## src/rtl/serial_sub_pkg.sv

```systemverilog
// Shared types and sizing helpers for the bit-serial subtractor.
package serial_sub_pkg;

  typedef enum logic [1:0] {
    IDLE  = 2'd0,
    SHIFT = 2'd1,
    DONE  = 2'd2
  } state_t;

  // Counter reaches WIDTH after the last shift, so it needs room for WIDTH itself.
  function automatic int cnt_width(input int width);
    return $clog2(width + 1);
  endfunction

endpackage

```

## src/rtl/serial_subtractor_full_sub_cell.sv

```systemverilog
// One-bit full subtractor: d = x - y - bin, bo = borrow out.
module full_sub_cell (
  input  logic x,
  input  logic y,
  input  logic bin,
  output logic d,
  output logic bo
);

  assign d  = x ^ y ^ bin;
  assign bo = (~x & y) | (~(x ^ y) & bin);

endmodule

```

## src/rtl/serial_subtractor.sv

```systemverilog
// Bit-serial unsigned subtractor, LSB-first, one full_sub_cell reused WIDTH times.
// Optional signed-overflow output enabled by defining SERIAL_SUB_OVF_EN.
module serial_subtractor
  import serial_sub_pkg::*;
#(
  parameter int WIDTH = 8
) (
  input  logic             clk,
  input  logic             rst_n,
  input  logic             in_valid,
  output logic             in_ready,
  input  logic [WIDTH-1:0] a,
  input  logic [WIDTH-1:0] b,
  output logic             out_valid,
  input  logic             out_ready,
  output logic [WIDTH-1:0] diff,
  output logic             bout
`ifdef SERIAL_SUB_OVF_EN
  ,
  output logic             ovf
`endif
);

  // state | meaning
  // IDLE  | in_ready=1, waiting for an operand pair
  // SHIFT | one difference bit per clock, LSB first
  // DONE  | result presented, held until out_ready

  localparam int CW = cnt_width(WIDTH);
  localparam logic [CW-1:0] CNT_LAST = CW'(WIDTH - 1);

  state_t           state;
  logic [WIDTH-1:0] a_sh;
  logic [WIDTH-1:0] b_sh;
  logic             br;
  logic [CW-1:0]    cnt;
  logic             d;
  logic             bo;
  logic [WIDTH-1:0] diff_sh;

  full_sub_cell u_cell (
    .x   (a_sh[0]),
    .y   (b_sh[0]),
    .bin (br),
    .d   (d),
    .bo  (bo)
  );

  // New bit enters at the MSB so the word is aligned after WIDTH shifts.
  assign diff_sh = (diff >> 1) | (WIDTH'(d) << (WIDTH - 1));

  always_ff @(posedge clk or negedge rst_n) begin
    if (!rst_n) begin
      state     <= IDLE;
      a_sh      <= '0;
      b_sh      <= '0;
      br        <= 1'b0;
      cnt       <= '0;
      in_ready  <= 1'b1;
      out_valid <= 1'b0;
      diff      <= '0;
      bout      <= 1'b0;
`ifdef SERIAL_SUB_OVF_EN
      ovf       <= 1'b0;
`endif
    end else begin
      case (state)
        IDLE: begin
          if (in_valid) begin
            a_sh     <= a;
            b_sh     <= b;
            br       <= 1'b0;
            cnt      <= '0;
            in_ready <= 1'b0;
`ifdef SERIAL_SUB_OVF_EN
            ovf      <= 1'b0;
`endif
            state    <= SHIFT;
          end
        end
        SHIFT: begin
          a_sh <= a_sh >> 1;
          b_sh <= b_sh >> 1;
          br   <= bo;
          diff <= diff_sh;
          cnt  <= cnt + CW'(1);
          if (cnt == CNT_LAST) begin
            out_valid <= 1'b1;
            bout      <= bo;
`ifdef SERIAL_SUB_OVF_EN
            // On the last edge a_sh[0]/b_sh[0] hold the operand MSBs.
            ovf       <= (a_sh[0] ^ b_sh[0]) & (a_sh[0] ^ d);
`endif
            state     <= DONE;
          end
        end
        DONE: begin
          if (out_ready) begin
            out_valid <= 1'b0;
            in_ready  <= 1'b1;
            state     <= IDLE;
          end
        end
        default: state <= IDLE;
      endcase
    end
  end

endmodule

```

## config.mk

```make
export PLATFORM = sky130hd
export DESIGN_NAME = serial_subtractor
export DESIGN_NICKNAME = d
export VERILOG_FILES = /design/src/rtl/serial_sub_pkg.sv /design/src/rtl/serial_subtractor_full_sub_cell.sv /design/src/rtl/serial_subtractor.sv
export SDC_FILE = /design/constraint.sdc
export NUM_CORES = 1
export LEC_CHECK = 0
export CAP_MARGIN = 0
export CORE_ASPECT_RATIO = 1.25
export CORE_MARGIN = 3
export CORE_UTILIZATION = 35
export DETAILED_ROUTE_END_ITERATION = 16
export GPL_TIMING_DRIVEN = 0
export PLACE_DENSITY = 0.55
export RECOVER_POWER = 100
export SLEW_MARGIN = 20
export SYNTH_ARGS = -nofsm -noshare
export SYNTH_HDL_FRONTEND = slang
export SYNTH_SLANG_ARGS = --single-unit
```

## constraint.sdc

```tcl
create_clock -name clk -period 3.5 [get_ports clk]
set_input_delay 0.7 -clock clk [delete_from_list [all_inputs] [get_ports clk]]
set_output_delay 0.7 -clock clk [all_outputs]
set_load 0.05 [all_outputs]
```

# Word level (Yosys, flattened, before mapping)
# Cells that the tools add are included.
# totals
in_bits	20
elab_cells	50
n_memories	0
latchBits	0
regBits	34
ram_bits	0
romBits	0
out_inout_bits	11
# op_classes
n_eq_ne	6
n_reduce_logical	9
n_mul	0
mux	17
n_addsub	1
n_lt_le_gt_ge	0
div_mod_pow	0
bitwise	8
shift	0
# op_table
operator	n
8-bit case mux with 2 select lines	2
8-bit two-way mux	2
3-bit AND reduction	3
7-bit by 8-bit bitwise OR with 8-bit output	1
4-bit case mux with 2 select lines	1
2-bit two-way mux	3
2-bit != test, second input constant	3
1-bit case mux with 2 select lines	3
2-bit case mux with 3 select lines	1
2-bit nonzero test	3
4-bit by 1-bit adder with 4-bit output, second input constant	1
4-bit by 3-bit == test with 1-bit output, second input constant	1
1-bit two-way mux	4
4-bit two-way mux	1
2-bit AND reduction	2
1-bit bitwise AND	2
2-bit by 1-bit == test with 1-bit output, second input constant	1
2-bit == test, second input constant	1
2-bit zero test	1
1-bit NOT	2
1-bit XOR	2
1-bit bitwise OR	1

# Longest topological paths before layout
# Gate-level depths: netlist of the first run.
# depth
depth_word	5
ltp_mapped	5
ltp_nobuf	4

# Modules after synthesis
# From an unflattened synthesis of the first run, not the netlist that was laid out.
# unflattened
hier_cells	152
hier_area_um2	1468.9
# modules_own_cells
module	cells_each	n_inst	seq_area_each_um2	area_each_um2
serial_subtractor	148	1	852.1	1437.6
full_sub_cell	4	1	0.0	31.3

# Least setup slack after synthesis of the first run
# OpenSTA, ideal clock, no wires.
# synth_path
path_type	reg2out
from	register in_ready
to	output port in_ready
path_buffers	0
arrival_time_ns	0.670
required_time_ns	2.800
stages_incl_launch_ff	1
setup_slack_ns	2.130
path_cell_list	dfstp_2
# synth_rtl
item	line	text
from (decl)	serial_subtractor.sv:11	output logic in_ready,
from (signal assigned)	serial_subtractor.sv:59	in_ready <= 1'b1;
from (signal assigned)	serial_subtractor.sv:74	in_ready <= 1'b0;
from (signal assigned)	serial_subtractor.sv:100	in_ready <= 1'b1;
# No word-level cell between the ends.

# Worst setup path after layout of the first run
# layout_path
from	register in_ready
to	output port in_ready
# No word-level cell between the ends.

==> reports/metrics.cfg, run 1 <==
[synthesis]
ys_ff_latch=34
synth.distinct_cells=25
synth_area_mm2=0.001588
syn_avg_cell_area_um2=9.508
syn_nets=189
ys_warn_count=0
synth.yosys.seq_area_share_pct=53.66
synthCells=167

[critical_path]
crit_path_top_delay_cell=dlygate4sd3_1
crit_fanout=3
crit_chain=dlygate4sd3_1
crit_arrival_ns=1.69
r2r_cells=4
reg2reg_from=state[0]$_DFFE_PN0P_
crit_type=reg -> out
end_kind=output port
r2r_end=cnt[1]$_DFFE_PN0P_
cp_num_buf_inv=1
timing.critical_path.required_ns=2.80
worst_setup_path_start_kind=flop
crit_family=buffers and inverters
r2r_setup_slack_ns=2.12
slowest_delay_ns=0.87

[detailed_routing]
wl_um=3516
antenna_left=0
via_count=1260
avgRoutedWirePerCell_um=13.42
drt_first_pass_iters=4
avgViaCountPerCell=4.809
drtIter0Drc=47
drc=0

[sta]
finalHoldViolCount=0
finClkSkew_ns=0.007719
setup-tns-final_ns=0
finalMaxSlewViolations=0
max_freq_mhz=419.0
hold_slack_ns=0.3840
finalCriticalPeriod_ns=2.386
rsz0062_at_grt=no
slew_headroom_pct=11.72
setup_viol=0
worst_pin_slew_ns=1.324
final.period_utilization_pct=68.18

[clocking]
ctsHoldBuffers=0
cts.sinks=34
clockBufferDepth=2
cts-resized-gates=0
tritoncts=built
insertion_delay_ns=0.29
post-cts-setup-buffers=0
htree_levels=2
clk_pin_slew_ns=0.07
numCtsBuffers=5
root_buffer=clkbuf_8

[hold_path]
hold_path_class=in -> async

[cells_and_area]
fin_util_pct=48.14
antenna_cells=0
area_delta_synth_final_pct=28.21
drive_gt1_share_pct=7.767
nFillCells=422
nNetsFinal=227

[grt]
grt_remaining_overflow=0
grt_pass1_wl_um=6161
grt_max_degree=26
grt_antenna_before_repair=0
grt_pass1_vias=1321
grt_usage_pct=15.32

[power]
ir_drop_mv=0.2868
cellLeakagePower_nw=0.9704
combPwrFrac_pct=42.9
power_frac_seq_pct=39.2
p_int_mw=0.9756
power_density_mw_per_mm2=815.8
p_switching_mw=0.6851
p_clk_share_pct=17.9
finalPower_mw=1.661
switching_share_pct=41.25

[floorplan]
io_pins=31
die-width_um=66.24
core_mm2=0.004229
placementRows=26
start_util_pct=37.54
die_h_um=81.31
dieArea_mm2=0.005386

[place]
hpwl_um=2648
gp_congestion=0.7036
port_buffers=30

[job]
drv_cap=0

[run_status]
outcome=completed

## cells in the mapped netlist
cell type   n  share of area, %
clkbuf_1    1              0.24
a22o_1      2               1.1
o21bai_1    2              0.95
and3b_1    12               6.6
o21ai_0    11               3.5
nor2b_1     6               2.4
o21ai_1    10               3.2
or3_1       1              0.39
dfrtp_1    33                52
a21oi_1    14               4.4
nor2b_4     1              0.87
a22oi_1     2              0.95
dfstp_2     1               1.7
nand2_1    43                10
and4b_4     1              0.87
buf_4       3               1.4
inv_1       5               1.2
buf_2       7               2.2
nand3_1     3              0.95
ha_1        1              0.79
nand2b_1    2              0.79
fa_1        1               1.3
mux2i_1     2               1.3
nor2_1      2              0.47
a21o_1      1              0.47
## sequential cells by signal, indices dropped and copies added (netlist names)
| register | count |
|---|---|
| br | 1 |
| in_ready | 1 |
| b_sh | 8 |
| bout | 1 |
| diff | 8 |
| a_sh | 8 |
| state | 2 |
| cnt | 4 |
| out_valid | 1 |
## per-stage QoR
step                instances  setup slack, ns  instance area, um2
floorplan                 167            2.130                1588
global placement          253            1.018                1958
detailed placement        254            1.459                1973
CTS                       262            1.167                2064
global route              262            1.069                2036
finish                    262            1.114                2036
## final cells by class
class | count | area [um2] | area share [%]
clock inverter | 1 | 5.005 | 0.2459
clock buffer | 7 | 86.33 | 4.241
timing repair buffer | 31 | 297.8 | 14.63
sequential | 34 | 852.1 | 41.86
buffer | 11 | 57.56 | 2.827
tap | 56 | 70.07 | 3.442
inverter | 5 | 18.77 | 0.9219
multi-input combinational | 117 | 648.1 | 31.84
## per-layer routing
metal / vias up / wire length, um / GRT usage (%)
li1: 634 / - / -
met1: 591 / 1392 / 16.81
met3: 5 / 165 / 3.734
met2: 30 / 1893 / 27.90
met4: 0 / 64 / 6.098
met5: - / 0 / 0
## worst max path at each step
| stage | start | endpoint | cells past startpoint |
|---|---|---|---|
| floorplan | in_ready$_DFFE_PN1P_ | in_ready | 0 |
| global placement | rst_n | b_sh[7]$_DFFE_PN0P_ | 1 |
| detailed placement | in_valid | b_sh[4]$_DFFE_PN0P_ | 5 |
| CTS | in_ready$_DFFE_PN1P_ | in_ready | 1 |
| global route | rst_n | a_sh[1]$_DFFE_PN0P_ | 2 |
| finish | in_ready$_DFFE_PN1P_ | in_ready | 1 |
## layout by cell type, fill, tap and decap left out
master | synthesis | routed
a21o_1 | 1 | 1
a21oi_1 | 14 | 14
a22o_1 | 2 | 2
a22oi_1 | 2 | 2
and3b_1 | 12 | 12
and4b_4 | 1 | 1
buf_2 | 7 | 4
buf_4 | 3 | 3
clkbuf_1 | 1 | 7
clkbuf_8 | 0 | 6
clkdlybuf4s50_1 | 0 | 17
clkinv_2 | 0 | 1
dfrtp_1 | 33 | 33
dfstp_2 | 1 | 1
dlygate4sd3_1 | 0 | 12
fa_1 | 1 | 1
ha_1 | 1 | 1
inv_1 | 5 | 5
mux2i_1 | 2 | 2
nand2_1 | 43 | 43
nand2b_1 | 2 | 2
nand3_1 | 3 | 3
nor2_1 | 2 | 2
nor2b_1 | 6 | 7
o21ai_0 | 11 | 21
o21bai_1 | 2 | 2
or3_1 | 1 | 1
## power groups by stage
| stage | sequential, mW | clock [mW] | combinational [mW] |
|---|---|---|---|
| finish | 0.651 | 0.297 | 0.713 |
| global route | 0.678 | 0.333 | 0.792 |
| CTS | 0.656 | 0.309 | 0.764 |
| detailed placement | 0.662 | 0 | 0.764 |
| global placement | 0.653 | 0 | 0.743 |
| floorplan | 0.819 | 0 | 0.358 |
## cell families after synthesis
| logic type | synth area share (%) |
|---|---|
| compound gates | 14.50 |
| mux | 1.261 |
| fa+ha+maj | 2.049 |
| buf+inv | 5.043 |
| simple gates | 23.48 |
| flops | 53.66 |
Power figures use the tool's default switching activity.
==> run 2: changes to the inputs <==
--- a/config.mk
+++ b/config.mk
@@ -11,7 +11,7 @@
 export CORE_UTILIZATION = 35
 export DETAILED_ROUTE_END_ITERATION = 16
 export GPL_TIMING_DRIVEN = 0
-export PLACE_DENSITY = 0.55
+export PLACE_DENSITY = 0.57
 export RECOVER_POWER = 100
 export SLEW_MARGIN = 20
 export SYNTH_ARGS = -nofsm -noshare
==> constraint.sdc (replaced) <==
create_clock -name clk -period 2 [get_ports clk]
set_input_delay 0.4 -clock clk [delete_from_list [all_inputs] [get_ports clk]]
set_output_delay 0.4 -clock clk [all_outputs]
set_load 0.05 [all_outputs]
==> reports/metrics.cfg, run 2 (synthesized netlist as in run 1, its figures left out) <==
[run_status]
outcome=completed

[hold_path]
min_to=diff[0]$_DFFE_PN0P_
hold_depth=2
hold_path_class=reg -> reg
worstHoldStart=diff[0]$_DFFE_PN0P_

[grt]
grt_antenna_before_repair=0
grt_max_degree=27
grt_pass1_wl_um=5851
met2_usage_pct=26.51
grtUsageMet3_pct=3.734
grt_remaining_overflow=0
grt_pass1_vias=1281
grt.busiest_layer=met2
gr-usage-met1_pct=15.30
grt_usage_pct=14.42

[clocking]
clk_pin_slew_ns=0.07
cts.sinks=34
htree_levels=2
insertion_delay_ns=0.29
numCtsBuffers=5
root_buffer=clkbuf_8
clockBufferDepth=2
post-cts-setup-buffers=0
tritoncts=built

[critical_path]
timing.critical_path.required_ns=1.60
end_kind=output port
crit_path_top_delay_cell=dlygate4sd3_1
r2r_setup_slack_ns=0.31
slowest_delay_ns=0.88
crit_type=reg -> out
r2r_end=b_sh[4]$_DFFE_PN0P_
cp_num_buf_inv=1
crit_arrival_ns=1.51
critical_path_cell_count=1
crit_fanout=2
r2r_cells=5
crit_chain=dlygate4sd3_1
reg2reg_from=state[0]$_DFFE_PN0P_
worst_setup_path_start_kind=flop
crit_family=buffers and inverters

[floorplan]
die-width_um=66.24
core_mm2=0.004229
dieArea_mm2=0.005386
placementRows=26
start_util_pct=37.54
io_pins=31
die_h_um=81.31

[detailed_routing]
drtIter0Drc=28
avgViaCountPerCell=4.810
drc=0
avgRoutedWirePerCell_um=12.95
via_count=1265
antenna_left=0
drt_first_pass_iters=4
wl_um=3405

[cells_and_area]
final_area_mm2=0.002053
reg_top3=a_sh: 8 flops, b_sh: 8 flops, diff: 8 flops
layout_commonest_cell=nand2_1
drive_gt1_share_pct=6.763
layout_common_cells=nand2_1, dfrtp_1, clkdlybuf4s50_1, o21ai_0, a21oi_1
nNetsFinal=228
antenna_cells=0
area_delta_synth_final_pct=29.31

[sta]
finClkSkew_ns=0.004376
slew_headroom_pct=56.96
finalHoldViolCount=0
setup_ws_ns=0.08920
rsz0062_at_grt=no
final.period_utilization_pct=95.54
max_freq_mhz=523.3
finalCriticalPeriod_ns=1.911
worst_pin_slew_ns=0.6456
setup_viol=0
setup-tns-final_ns=0
finalMaxSlewViolations=0

[power]
power_frac_seq_pct=38.1
p_clk_share_pct=20.0
p_int_mw=1.780
cellLeakagePower_nw=0.9767
power_density_mw_per_mm2=1452
combPwrFrac_pct=42.0
switching_share_pct=40.26
p_switching_mw=1.200
ir_drop_mv=0.4998

[job]
drv_cap=0

[place]
gp_congestion=0.7414
hpwl_um=2560
dp_slack_ns=0.2814
place_area_mm2=0.001973
port_buffers=30

[run 2: cell count changes in the layout (fill, tap and decap cells not counted)]
cell	before	now
dfstp_2	1	0
clkinv_2	1	0
buf_2	4	3
clkbuf_8	6	8
clkdlybuf4s50_1	17	24
dlygate4sd3_1	12	5
dfstp_1	0	1
clkbuf_1	7	8
clkbuf_2	0	2
dlygate4sd2_1	0	1
buf_4	3	0
[run 2: area by class of cell]
class	instances	area [um2]
inverter	5	18.77
tap	56	70.07
multi-input combinational	117	648.1
clock buffer	8	110.1
timing repair buffer	32	307.8
fill	420	2176
sequential	34	852.1
buffer	11	46.29
[run 2: power by group through the flow]
stage               sequential (mW)  combinational (mW)  clock (mW)
floorplan                      1.43               0.626           0
global placement               1.14                1.30           0
detailed placement             1.16                1.34           0
CTS                            1.14                1.34       0.614
global route                   1.18                1.39       0.654
finish                         1.13                1.25       0.595
[run 2: layer usage]
metal  wire [um]  part of all wire, %  vias to the layer above
li1            -                    -                      636
met1        1410                   41                      593
met2        1796                   53                       29
met3         138                  4.1                        7
met4          59                  1.7                        0
met5           0                    0                        -
[run 2: through the flow]
step / utilization, % / total power [mW] / std cells / hold WS (ns)
4_1_cts: 49.47 / 3.094 / 263 / 0.4897
2_1_floorplan: - / 2.058 / 167 / 0.1044
5_1_grt: 48.55 / 3.224 / 263 / 0.4981
3_5_place_dp: 46.66 / 2.495 / 254 / 0.2797
3_3_place_gp: 46.30 / 2.438 / 253 / 0.4597
6_report: 48.55 / 2.980 / 263 / 0.4810
[run 2: what timing repair did]
item | 4_1_cts | 5_1_grt
resized for setup | 1 | 0
hold buffers | 1 | 0
setup endpoints to repair | 1 | 0
hold endpoints to repair | 7 | 0
[run 2: how the worst max path moves through the flow]
stage / from / end / slack, ns
after floorplan: cnt[0]$_DFFE_PN0P_ / state[1]$_DFFE_PN0P_ / 0.83
after global routing: diff[4]$_DFFE_PN0P_ / diff[4] / 0.04
after detailed placement: in_ready$_DFFE_PN1P_ / in_ready / 0.28
after CTS: out_valid$_DFFE_PN0P_ / out_valid / 0.11
after global placement: rst_n / b_sh[7]$_DFFE_PN0P_ / -0.17
final: bout$_DFFE_PN0P_ / bout / 0.09
==> run 3: changes to the inputs <==
--- a/config.mk
+++ b/config.mk
@@ -11,6 +11,7 @@
 export CORE_UTILIZATION = 35
 export DETAILED_ROUTE_END_ITERATION = 16
 export GPL_TIMING_DRIVEN = 0
+export MAX_ROUTING_LAYER = met4
 export PLACE_DENSITY = 0.57
 export RECOVER_POWER = 100
 export SLEW_MARGIN = 20
==> reports/metrics.cfg, run 3 (synthesized netlist as in run 1, its figures left out) <==
[run_status]
outcome=completed

[critical_path]
cp_num_buf_inv=1
crit_family=buffers and inverters
timing.critical_path.required_ns=1.60
end_kind=output port
slowest_delay_ns=0.88
crit_type=reg -> out
crit_fanout=2
worst_setup_path_start_kind=flop
crit_chain=dlygate4sd3_1
crit_arrival_ns=1.51
crit_path_top_delay_cell=dlygate4sd3_1
r2r_setup_slack_ns=0.31

[power]
ir_drop_mv=0.4997
power_density_mw_per_mm2=1451
cellLeakagePower_nw=0.9767

[clocking]
tritoncts=built
numCtsBuffers=5
cts.sinks=34
clk_pin_slew_ns=0.07
htree_levels=2
post-cts-setup-buffers=0
insertion_delay_ns=0.29
root_buffer=clkbuf_8
clockBufferDepth=2

[floorplan]
die-width_um=66.24
placementRows=26
core_mm2=0.004229
dieArea_mm2=0.005386
die_h_um=81.31
start_util_pct=37.54
io_pins=31

[sta]
setup-tns-final_ns=0
finClkSkew_ns=0.004376
final.period_utilization_pct=95.54
finalCriticalPeriod_ns=1.911
worst_pin_slew_ns=0.6456
max_freq_mhz=523.3
finalMaxSlewViolations=0
slew_headroom_pct=56.96
rsz0062_at_grt=no
finalHoldViolCount=0
setup_viol=0

[cells_and_area]
reg_top3=a_sh: 8 flops, b_sh: 8 flops, diff: 8 flops
area_delta_synth_final_pct=29.31
drive_gt1_share_pct=6.763
fin_util_pct=48.55
layout_commonest_cell=nand2_1
nFillCells=420
layout_common_cells=nand2_1, dfrtp_1, clkdlybuf4s50_1, o21ai_0, a21oi_1
nNetsFinal=228
antenna_cells=0

[detailed_routing]
drc=0
avgViaCountPerCell=4.810
drt_first_pass_iters=4
antenna_left=0
drtIter0Drc=25
avgRoutedWirePerCell_um=12.94
via_count=1265
wl_um=3402

[job]
drv_cap=0

[grt]
grt_pass1_wl_um=5858
grt_usage_pct=14.83
grt_pass1_vias=1281
grt_remaining_overflow=0
grt_max_degree=27
grt_antenna_before_repair=0

[place]
port_buffers=30
hpwl_um=2560
gp_congestion=0.7506

[hold_path]
hold_path_class=reg -> reg

## run 3: cell type report
type | count | area [um2] | area share [%]
Buffer | 11 | 46.29 | 2.255
Timing Repair Buffer | 32 | 307.8 | 14.99
Inverter | 5 | 18.77 | 0.9141
Sequential cell | 34 | 852.1 | 41.50
Clock buffer | 8 | 110.1 | 5.363
Multi-Input combinational cell | 117 | 648.1 | 31.57
Tap cell | 56 | 70.07 | 3.413
## run 3: worst reg2reg max path, stage by stage (launching register included)
cell	delay, ns
dfrtp_1	0.32
clkbuf_1	0.30
clkbuf_1	0.43
clkbuf_2	0.32
a21oi_1	0.09
o21ai_0	0.15
## run 3: final timing paths
| check | start | to | cells after the start |
|---|---|---|---|
| setup / recovery | bout$_DFFE_PN0P_ | bout | 1 |
| hold / removal | diff[0]$_DFFE_PN0P_ | diff[0]$_DFFE_PN0P_ | 2 |
| setup reg to reg | state[0]$_DFFE_PN0P_ | b_sh[4]$_DFFE_PN0P_ | 5 |
| hold reg to reg | diff[0]$_DFFE_PN0P_ | diff[0]$_DFFE_PN0P_ | 2 |
| max in group asynchronous | rst_n | cnt[2]$_DFFE_PN0P_ | 3 |
| min in group asynchronous | rst_n | b_sh[3]$_DFFE_PN0P_ | 2 |
## run 3: repair_timing
action / CTS / global route
gates resized for setup: 1 / 0
endpoints found under the hold margin: 7 / 0
hold buffers: 1 / 0
setup endpoints to repair: 1 / 0
## run 3: report_power, final
group / leakage, nW / switching, mW / internal [mW]
clock network: 0.0575 / 0.247 / 0.348
logic: 0.488 / 0.782 / 0.468
registers: 0.431 / 0.170 / 0.964
total: 0.977 / 1.20 / 1.78
## run 3: routing by layer
layer	GRT usage, %	vias up	routed length (um)
met5	-	-	0
li1	-	637	-
met1	15.30	592	1407
met3	3.734	7	138
met2	26.51	29	1795
met4	6.098	0	60
## run 3: stage by stage
step / power, mW / hold slack, ns / cell area [um2] / instances / setup slack [ns]
after floorplan: 2.058 / 0.1044 / 1588 / 167 / 0.8250
after global placement: 2.438 / 0.4597 / 1958 / 253 / -0.1704
after detailed placement: 2.495 / 0.2797 / 1973 / 254 / 0.2814
after CTS: 3.094 / 0.4897 / 2092 / 263 / 0.1099
after global routing: 3.224 / 0.4981 / 2053 / 263 / 0.04064
final: 2.980 / 0.4810 / 2053 / 263 / 0.08910
